## src/rtl/gpio_pkg.sv

```systemverilog
// Shared register map and types for the GPIO pad controller.
package gpio_pkg;

    typedef logic [31:0] gpio_reg_t;

    localparam logic [5:0] GPIO_OUT_OFFS     = 6'h00;
    localparam logic [5:0] GPIO_OE_OFFS      = 6'h04;
    localparam logic [5:0] GPIO_IN_OFFS      = 6'h08;
    localparam logic [5:0] GPIO_IE_OFFS      = 6'h0C;
    localparam logic [5:0] GPIO_PU_OFFS      = 6'h10;
    localparam logic [5:0] GPIO_PD_OFFS      = 6'h14;
    localparam logic [5:0] GPIO_DS0_OFFS     = 6'h18;
    localparam logic [5:0] GPIO_DS1_OFFS     = 6'h1C;
    localparam logic [5:0] GPIO_RISE_EN_OFFS = 6'h20;
    localparam logic [5:0] GPIO_FALL_EN_OFFS = 6'h24;
    localparam logic [5:0] GPIO_STATUS_OFFS  = 6'h28;

    localparam logic [5:0] GPIO_ADDR_MASK    = 6'h3C;

    // The map is contiguous from 0x00 to STATUS, so one compare covers decode.
    function automatic logic gpio_addr_mapped(input logic [5:0] addr);
        return (addr & GPIO_ADDR_MASK) <= GPIO_STATUS_OFFS;
    endfunction

endpackage

```

## src/rtl/gpio_sync_edge.sv

```systemverilog
// Per-pin input path: 2-flop synchronizer, optional debounce (GPIO_DEBOUNCE_EN),
// previous-value flop and rise/fall event outputs.
module gpio_sync_edge
    import gpio_pkg::*;
#(
    parameter int unsigned DB_CYCLES = 16
) (
    input  logic clk_i,
    input  logic rst_ni,
    input  logic pad_c_i,
    output logic in_o,
    output logic rise_o,
    output logic fall_o
);

    if (DB_CYCLES < 2) begin : g_db_cycles_below_minimum
    end

    logic sync1_q, sync1_d;
    logic sync2_q, sync2_d;
    logic prev_q, prev_d;
    logic in_q;

    always_comb begin
        sync1_d = pad_c_i;
        sync2_d = sync1_q;
        prev_d  = in_q;
    end

    always_ff @(posedge clk_i or negedge rst_ni) begin
        if (!rst_ni) begin
            sync1_q <= 1'b0;
            sync2_q <= 1'b0;
            prev_q  <= 1'b0;
        end else begin
            sync1_q <= sync1_d;
            sync2_q <= sync2_d;
            prev_q  <= prev_d;
        end
    end

`ifdef GPIO_DEBOUNCE_EN
    localparam int unsigned CNT_W = (DB_CYCLES > 2) ? $clog2(DB_CYCLES) : 1;
    localparam logic [CNT_W-1:0] CNT_MAX = CNT_W'(DB_CYCLES - 1);

    logic [CNT_W-1:0] cnt_q, cnt_d;
    logic             in_d;

    // The counter tracks consecutive cycles of disagreement; any bounce back restarts it.
    always_comb begin
        cnt_d = '0;
        in_d  = in_q;
        if (sync2_q != in_q) begin
            if (cnt_q == CNT_MAX) begin
                in_d = sync2_q;
            end else begin
                cnt_d = cnt_q + 1'b1;
            end
        end
    end

    always_ff @(posedge clk_i or negedge rst_ni) begin
        if (!rst_ni) begin
            cnt_q <= '0;
            in_q  <= 1'b0;
        end else begin
            cnt_q <= cnt_d;
            in_q  <= in_d;
        end
    end
`else
    always_comb in_q = sync2_q;
`endif

    assign in_o   = in_q;
    assign rise_o = in_q & ~prev_q;
    assign fall_o = ~in_q & prev_q;

endmodule

```

## src/rtl/gpio_pad_ctrl.sv

```systemverilog
// GPIO pad controller: register file, bus decode, edge-interrupt status and irq.
// Optional input debounce is enabled with the GPIO_DEBOUNCE_EN macro.
module gpio_pad_ctrl
    import gpio_pkg::*;
#(
    parameter int unsigned NUM_PINS  = 32,
    parameter int unsigned DB_CYCLES = 16
) (
    input  logic                clk_i,
    input  logic                rst_ni,
    input  logic                req_i,
    input  logic                we_i,
    input  logic [5:0]          addr_i,
    input  logic [31:0]         wdata_i,
    output logic                rvalid_o,
    output logic [31:0]         rdata_o,
    output logic                err_o,
    input  logic [NUM_PINS-1:0] pad_c_i,
    output logic [NUM_PINS-1:0] pad_i_o,
    output logic [NUM_PINS-1:0] pad_oe_o,
    output logic [NUM_PINS-1:0] pad_ie_o,
    output logic [NUM_PINS-1:0] pad_pu_o,
    output logic [NUM_PINS-1:0] pad_pd_o,
    output logic [NUM_PINS-1:0] pad_ds0_o,
    output logic [NUM_PINS-1:0] pad_ds1_o,
    output logic                irq_o
);

    logic [NUM_PINS-1:0] in_vec, rise_vec, fall_vec;

    for (genvar i = 0; i < NUM_PINS; i++) begin : g_pin
        gpio_sync_edge #(
            .DB_CYCLES (DB_CYCLES)
        ) u_sync_edge (
            .clk_i   (clk_i),
            .rst_ni  (rst_ni),
            .pad_c_i (pad_c_i[i]),
            .in_o    (in_vec[i]),
            .rise_o  (rise_vec[i]),
            .fall_o  (fall_vec[i])
        );
    end

    logic [NUM_PINS-1:0] out_q, out_d;
    logic [NUM_PINS-1:0] oe_q, oe_d;
    logic [NUM_PINS-1:0] ie_q, ie_d;
    logic [NUM_PINS-1:0] pu_q, pu_d;
    logic [NUM_PINS-1:0] pd_q, pd_d;
    logic [NUM_PINS-1:0] ds0_q, ds0_d;
    logic [NUM_PINS-1:0] ds1_q, ds1_d;
    logic [NUM_PINS-1:0] rise_en_q, rise_en_d;
    logic [NUM_PINS-1:0] fall_en_q, fall_en_d;
    logic [NUM_PINS-1:0] status_q, status_d;
    logic                rvalid_q, rvalid_d;
    gpio_reg_t           rdata_q, rdata_d;
    logic                err_q, err_d;
    logic                irq_q, irq_d;

    logic [5:0]          addr_w;
    logic                hit;
    logic                wr_en;
    logic                rd_en;
    logic [NUM_PINS-1:0] wdat;
    logic [NUM_PINS-1:0] clr;
    logic [NUM_PINS-1:0] set_evt;
    gpio_reg_t           rd_val;

    always_comb begin
        addr_w  = addr_i & GPIO_ADDR_MASK;
        hit     = gpio_addr_mapped(addr_i);
        wr_en   = req_i & we_i & hit;
        rd_en   = req_i & ~we_i & hit;
        wdat    = wdata_i[NUM_PINS-1:0];
        set_evt = (rise_vec & rise_en_q) | (fall_vec & fall_en_q);

        out_d     = out_q;
        oe_d      = oe_q;
        ie_d      = ie_q;
        pu_d      = pu_q;
        pd_d      = pd_q;
        ds0_d     = ds0_q;
        ds1_d     = ds1_q;
        rise_en_d = rise_en_q;
        fall_en_d = fall_en_q;
        clr       = '0;

        if (wr_en) begin
            case (addr_w)
                GPIO_OUT_OFFS:     out_d     = wdat;
                GPIO_OE_OFFS:      oe_d      = wdat;
                GPIO_IE_OFFS:      ie_d      = wdat;
                GPIO_PU_OFFS:      pu_d      = wdat;
                GPIO_PD_OFFS:      pd_d      = wdat;
                GPIO_DS0_OFFS:     ds0_d     = wdat;
                GPIO_DS1_OFFS:     ds1_d     = wdat;
                GPIO_RISE_EN_OFFS: rise_en_d = wdat;
                GPIO_FALL_EN_OFFS: fall_en_d = wdat;
                GPIO_STATUS_OFFS:  clr       = wdat;
                default:           ;
            endcase
        end

        // Set is applied after clear so a coincident event keeps the bit.
        status_d = (status_q & ~clr) | set_evt;
    end

    always_comb begin
        rd_val = '0;
        case (addr_w)
            GPIO_OUT_OFFS:     rd_val[NUM_PINS-1:0] = out_q;
            GPIO_OE_OFFS:      rd_val[NUM_PINS-1:0] = oe_q;
            GPIO_IN_OFFS:      rd_val[NUM_PINS-1:0] = in_vec;
            GPIO_IE_OFFS:      rd_val[NUM_PINS-1:0] = ie_q;
            GPIO_PU_OFFS:      rd_val[NUM_PINS-1:0] = pu_q;
            GPIO_PD_OFFS:      rd_val[NUM_PINS-1:0] = pd_q;
            GPIO_DS0_OFFS:     rd_val[NUM_PINS-1:0] = ds0_q;
            GPIO_DS1_OFFS:     rd_val[NUM_PINS-1:0] = ds1_q;
            GPIO_RISE_EN_OFFS: rd_val[NUM_PINS-1:0] = rise_en_q;
            GPIO_FALL_EN_OFFS: rd_val[NUM_PINS-1:0] = fall_en_q;
            GPIO_STATUS_OFFS:  rd_val[NUM_PINS-1:0] = status_q;
            default:           rd_val = '0;
        endcase

        rvalid_d = req_i;
        rdata_d  = rd_en ? rd_val : '0;
        err_d    = req_i & ~hit;
        irq_d    = |(status_q & (rise_en_q | fall_en_q));
    end

    always_ff @(posedge clk_i or negedge rst_ni) begin
        if (!rst_ni) begin
            out_q     <= '0;
            oe_q      <= '0;
            ie_q      <= '1;
            pu_q      <= '0;
            pd_q      <= '0;
            ds0_q     <= '0;
            ds1_q     <= '0;
            rise_en_q <= '0;
            fall_en_q <= '0;
            status_q  <= '0;
            rvalid_q  <= 1'b0;
            rdata_q   <= '0;
            err_q     <= 1'b0;
            irq_q     <= 1'b0;
        end else begin
            out_q     <= out_d;
            oe_q      <= oe_d;
            ie_q      <= ie_d;
            pu_q      <= pu_d;
            pd_q      <= pd_d;
            ds0_q     <= ds0_d;
            ds1_q     <= ds1_d;
            rise_en_q <= rise_en_d;
            fall_en_q <= fall_en_d;
            status_q  <= status_d;
            rvalid_q  <= rvalid_d;
            rdata_q   <= rdata_d;
            err_q     <= err_d;
            irq_q     <= irq_d;
        end
    end

    assign pad_i_o   = out_q;
    assign pad_oe_o  = oe_q;
    assign pad_ie_o  = ie_q;
    assign pad_pu_o  = pu_q;
    assign pad_pd_o  = pd_q & ~pu_q;
    assign pad_ds0_o = ds0_q;
    assign pad_ds1_o = ds1_q;
    assign rvalid_o  = rvalid_q;
    assign rdata_o   = rdata_q;
    assign err_o     = err_q;
    assign irq_o     = irq_q;

endmodule
```

## config.mk

```make
export PLATFORM = sky130hd
export DESIGN_NAME = gpio_pad_ctrl
export DESIGN_NICKNAME = d
export VERILOG_FILES = /design/src/rtl/gpio_pkg.sv /design/src/rtl/gpio_sync_edge.sv /design/src/rtl/gpio_pad_ctrl.sv
export SDC_FILE = /design/constraint.sdc
export NUM_CORES = 1
export LEC_CHECK = 0
export CORE_AREA = 2 2 388 198
export CTS_CLUSTER_DIAMETER = 100
export DETAILED_ROUTE_END_ITERATION = 16
export DIE_AREA = 0 0 390 200
export HOLD_SLACK_MARGIN = 0.02
export PLACE_DENSITY = 0.45
export REMOVE_ABC_BUFFERS = 1
export SETUP_SLACK_MARGIN = 0.4
export SLEW_MARGIN = 20
export SYNTH_ARGS = -nofsm -noshare
export SYNTH_HDL_FRONTEND = slang
export SYNTH_SLANG_ARGS = --single-unit
export TNS_END_PERCENT = 10
```

## constraint.sdc

```tcl
create_clock -name clk_i -period 3.2 [get_ports clk_i]
set_input_delay 0.48 -clock clk_i [delete_from_list [all_inputs] [get_ports clk_i]]
set_output_delay 0.48 -clock clk_i [all_outputs]
set_load 0.01 [all_outputs]
```

Yosys cells after proc, flatten, opt, wreduce, memory -nomap -nowiden. Cells that the tools add are included.

Register bits after elaboration: 451. Input port bits: 74. Output and inout bits: 259. Logic and storage cells: 281.

Order comparisons: 1. Equal/unequal tests: 10. Mux-type cells: 4. Bitwise gates (word level): 145. Reductions and logical operators: 11.

Operators with widths (number): 32-bit one-hot mux with 11 select lines (1); 32-bit AND (5); 32-bit 2-to-1 mux (3); 32-bit OR (3); 1-bit AND (69); 1-bit inverter (66); 32-bit inverter (2); 32-bit OR reduction (1); 2-bit AND reduction (9); 4-bit by 3-bit equality test with 1-bit output, second input constant (4); 4-bit equality test, second input constant (3); 4-bit by 2-bit equality test with 1-bit output, second input constant (2); 6-bit less-or-equal comparator, second input constant (1); 6-bit zero test (1); 4-bit by 1-bit equality test with 1-bit output, second input constant (1).

Longest topological paths before layout.
Word-level depth: 6. Gate-level depth with buffers: 9. Gate-level depth less buffers: 5.

Cells and area by module. Synthesis repeated with hierarchy kept, for this count alone.

Cells, all modules: 1292. Area total of the unflattened synthesis: 18620.4 um^2.

By module, submodules not included: gpio_pad_ctrl (instances 1, cells each 1132, area each 15737.6 um^2, sequential area each 8923.6 um^2); gpio_sync_edge (instances 32, cells each 5, area each 90.1 um^2, sequential area each 75.1 um^2).

Worst setup path before layout. No wires, ideal clock.

Path kind: input -> register. Start: input addr_i[5]. End: register ds0_q[10], in the netlist pad_ds0_o[10]. Setup time: 0.125 ns. Arrival time: 1.771 ns. Required time: 3.075 ns. Path slack: 1.304 ns. Cell stages on the path: 7. Path buffers: 3. Cell sequence: buf_4 > inv_2 > o211a_1 > buf_4 > nand2_1 > buf_4 > mux2_2.

Longest elaborated chain between the ends: 3. Elaborated cells between the ends (all ways): 4. Classes of those cells: 1 x order compare; 1 x eq/ne; 1 x bitwise; 1 x reduce/logical.

RTL lines: from (decl) (RTL line gpio_pad_ctrl.sv:13) `input logic [5:0] addr_i,`; 6-bit less-or-equal comparator (RTL line gpio_pkg.sv:22) `return (addr & GPIO_ADDR_MASK) <= GPIO_STATUS_OFFS;`; 1-bit AND (RTL line gpio_pad_ctrl.sv:71) `wr_en = req_i & we_i & hit;`; 2-bit AND reduction (no line) (*); to (signal assigned) (RTL line gpio_pad_ctrl.sv:152) `ds0_q <= ds0_d;`; to (decl) (RTL line gpio_pad_ctrl.sv:49) `logic [NUM_PINS-1:0] ds0_q, ds0_d;`.

Every way passes the cells marked *; elsewhere a longest branch is shown, timed or not. A chain may end at the register's enable or synchronous reset.

Final worst setup path.
Start: register pu_q[29], in the netlist pad_pu_o[29]. End: output pad_pd_o[29].

Longest elaborated chain between the ends: 2.

RTL lines: from (decl) (RTL line gpio_pad_ctrl.sv:47) `logic [NUM_PINS-1:0] pu_q, pu_d;`; from (signal assigned) (RTL line gpio_pad_ctrl.sv:150) `pu_q <= pu_d;`; 32-bit inverter (RTL line gpio_pad_ctrl.sv:168) `assign pad_pd_o = pd_q & ~pu_q;`; 32-bit AND (RTL line gpio_pad_ctrl.sv:168); to (decl) (RTL line gpio_pad_ctrl.sv:23) `output logic [NUM_PINS-1:0] pad_pd_o,`.

Every way passes these cells.

==> impl_metrics.json <==
{
  "yosysWarnings": 0,
  "cts-root-buf": "clkbuf_16",
  "yosysUniqueCellTypes": 34,
  "drive_gt1_share_pct": 26.3,
  "firstDrtPassIters": 8,
  "required_ps": 2720,
  "cts_tree": "yes",
  "drtAntennaViolNets": 0,
  "postSynthAreaPerCell_um2": 14.0,
  "period_needed_ps": 2440,
  "grt_first_pass_wirelength_um": 99000,
  "synth_edf_count": 0,
  "final_cell_mix": "dfrtp_1 (419), clkdlybuf4s50_1 (329), mux2_2 (246)",
  "maxCapViolations": 0,
  "clock-sinks": 451,
  "slew_headroom_pct": 38.4,
  "yosys_most_used_dff": "dfrtp_1",
  "fin_tns_setup_ps": 0,
  "syn2layout_area_growth_pct": 33.5,
  "htreeDepth": 2,
  "nets": 1738,
  "slew_violations": 0,
  "async_reset_ff_share_pct": 100,
  "worstSkewPairLatency_ps": 580,
  "hold_depth": 1,
  "track_usage_pct": 17.5,
  "cp-end-kind": "output port",
  "crit_path_start": "pad_pu_o[29]",
  "cts_setup_buffers": 0,
  "multi_input_area_um2": 6570,
  "drc": 0,
  "place.gp.congestion": 0.752,
  "die_y_um": 200,
  "antenna_found_initial": 3,
  "rr_worst_depth": 4,
  "worst_slew_pin_slew_ps": 924,
  "peakVddDrop_uv": 288,
  "finClkSkew_ps": 11.4,
  "min_from": "pad_c_i[1]",
  "fp-row-count": 71,
  "syn_area_um2": 18500,
  "die_w_um": 390,
  "finish.utilization_pct": 33.2,
  "final_common_cell": "dfrtp_1",
  "wire_per_inst_um": 25.7,
  "critPathSlowestCell": "clkdlybuf4s50_1",
  "rr_startpoint": "fall_en_q[19]",
  "hold_viol": 0,
  "path_class": "reg2out",
  "ios": 333,
  "rsz0062_at_grt": "false",
  "cpPeakStageDelay_ps": 610,
  "seq_area_um2": 11300,
  "period_share_pct": 76.1,
  "numCtsBuffers": 44,
  "io_buffers": 330,
  "startpoint_type": "register",
  "first_iter_violations": 1115,
  "fmax_ghz": 0.411,
  "grt_max_degree": 96,
  "via_per_inst": 4.90,
  "p_per_area_nw_per_um2": 624,
  "wl_um": 69000,
  "hp-class": "in2reg",
  "worstPathArrival_ps": 1960,
  "core_um2": 74400,
  "clkTransAtPathRegs_ps": 70,
  "grt_pass1_vias": 13500,
  "cts.path.max_buffers": 3,
  "setup-violations-final": 0,
  "path_max_fanout": 4,
  "cp_cell_sequence": "nor2b_1 > clkdlybuf4s50_1",
  "p_leak_nw": 10.4,
  "num-fill-cells": 7347,
  "die-area_um2": 78000,
  "dp.final_hpwl_um": 47300,
  "gr-total-overflow": 0,
  "vias": 13100,
  "yosysSeqAreaShare_pct": 61.2,
  "synth-seq-cells": 451,
  "power_mw": 15.4,
  "start_util_pct": 24.9,
  "status": "finished clean",
  "synth_cells": 1322
}
worst max-delay path, delay by kind of cell (launching register included):
| family | cells | cell delay (ps) |
|---|---|---|
| buffers and inverters | 1 | 610 |
| flip-flops | 1 | 470 |
| AND/OR/NAND/NOR | 1 | 300 |
repair_timing:
action	4_1_cts	5_1_grt
hold endpoints to repair	40	0
resized for setup	0	0
hold buffers	1	0
cell usage after synthesis, drive strengths merged (33+ instances only):
master	number	share of area, %
a221oi	41	1.9
a22o	41	1.9
a22oi	46	1.9
buf	96	3.3
dfrtp	419	57
mux2	288	18
nand2	74	1.6
nand3b	33	1.3
o21ai	65	1.8
routing by layer:
layer,GRT usage (%),wire (µm),vias up
li1,-,-,5640
met1,26.3,33600,6945
met2,25.3,29600,470
met3,4.00,4690,91
met4,3.86,1160,0
met5,0,0,-
logic make-up after synthesis:
family / after synthesis / synth area share (%)
muxes: 288 / 17.5
buffers and inverters: 111 / 3.58
AOI/OAI and AO/OA: 291 / 11.6
and+or+nand+nor: 181 / 6.14
DFF: 451 / 61.2
metrics by stage:
step                instance area (µm²)  std cells  hold WS, ps  setup slack, ps
floorplan                         17900       1213          184              226
global placement                  23300       2602          335              323
detailed placement                23300       2602          335              318
CTS                               24700       2684          278              727
global route                      24700       2685          285              657
finish                            24700       2685          333              764
power by group:
| group | switching [mW] | total, mW | leakage, nW | internal [mW] |
|---|---|---|---|---|
| Sequential | 0.750 | 7.29 | 5.58 | 6.54 |
| Clock | 2.33 | 5.31 | 0.715 | 2.99 |
| Combinational | 1.22 | 2.82 | 4.07 | 1.61 |
| Total | 4.29 | 15.4 | 10.4 | 11.1 |
worst paths after layout:
path                                           endpoint  slack, ps
min in group asynchronous                 pad_ds0_o[27]        600
max                                        pad_pd_o[29]        760
min                        g_pin[1].u_sync_edge.sync1_q        330
max in group asynchronous                  pad_ie_o[21]       1610
min reg2reg                   g_pin[6].u_sync_edge.in_o        340
max reg2reg                                       irq_o       1470
state kept, by name, indices dropped and copies added (netlist names), 32 cells and up:
signal and flops:
g_pin.u_sync_edge.in_o 32, pd_q 32, g_pin.u_sync_edge.sync1_q 32, pad_ds1_o 32, status_q 32, pad_ds0_o 32, fall_en_q 32, pad_oe_o 32
rise_en_q 32, pad_pu_o 32, rdata_o 32, pad_ie_o 32, pad_i_o 32, g_pin.u_sync_edge.prev_q 32
cell type report:
class                   instances  share of cell area, %
diodes                          1                 0.0101
clock buffers                  65                   5.26
clock inverters                16                  0.577
inverters                       2                 0.0304
multi-input cells             760                   26.6
flip-flops and latches        451                   45.8
well taps                     985                   4.99
repair buffers                405                   16.7
(Power assumes the default switching activity.)
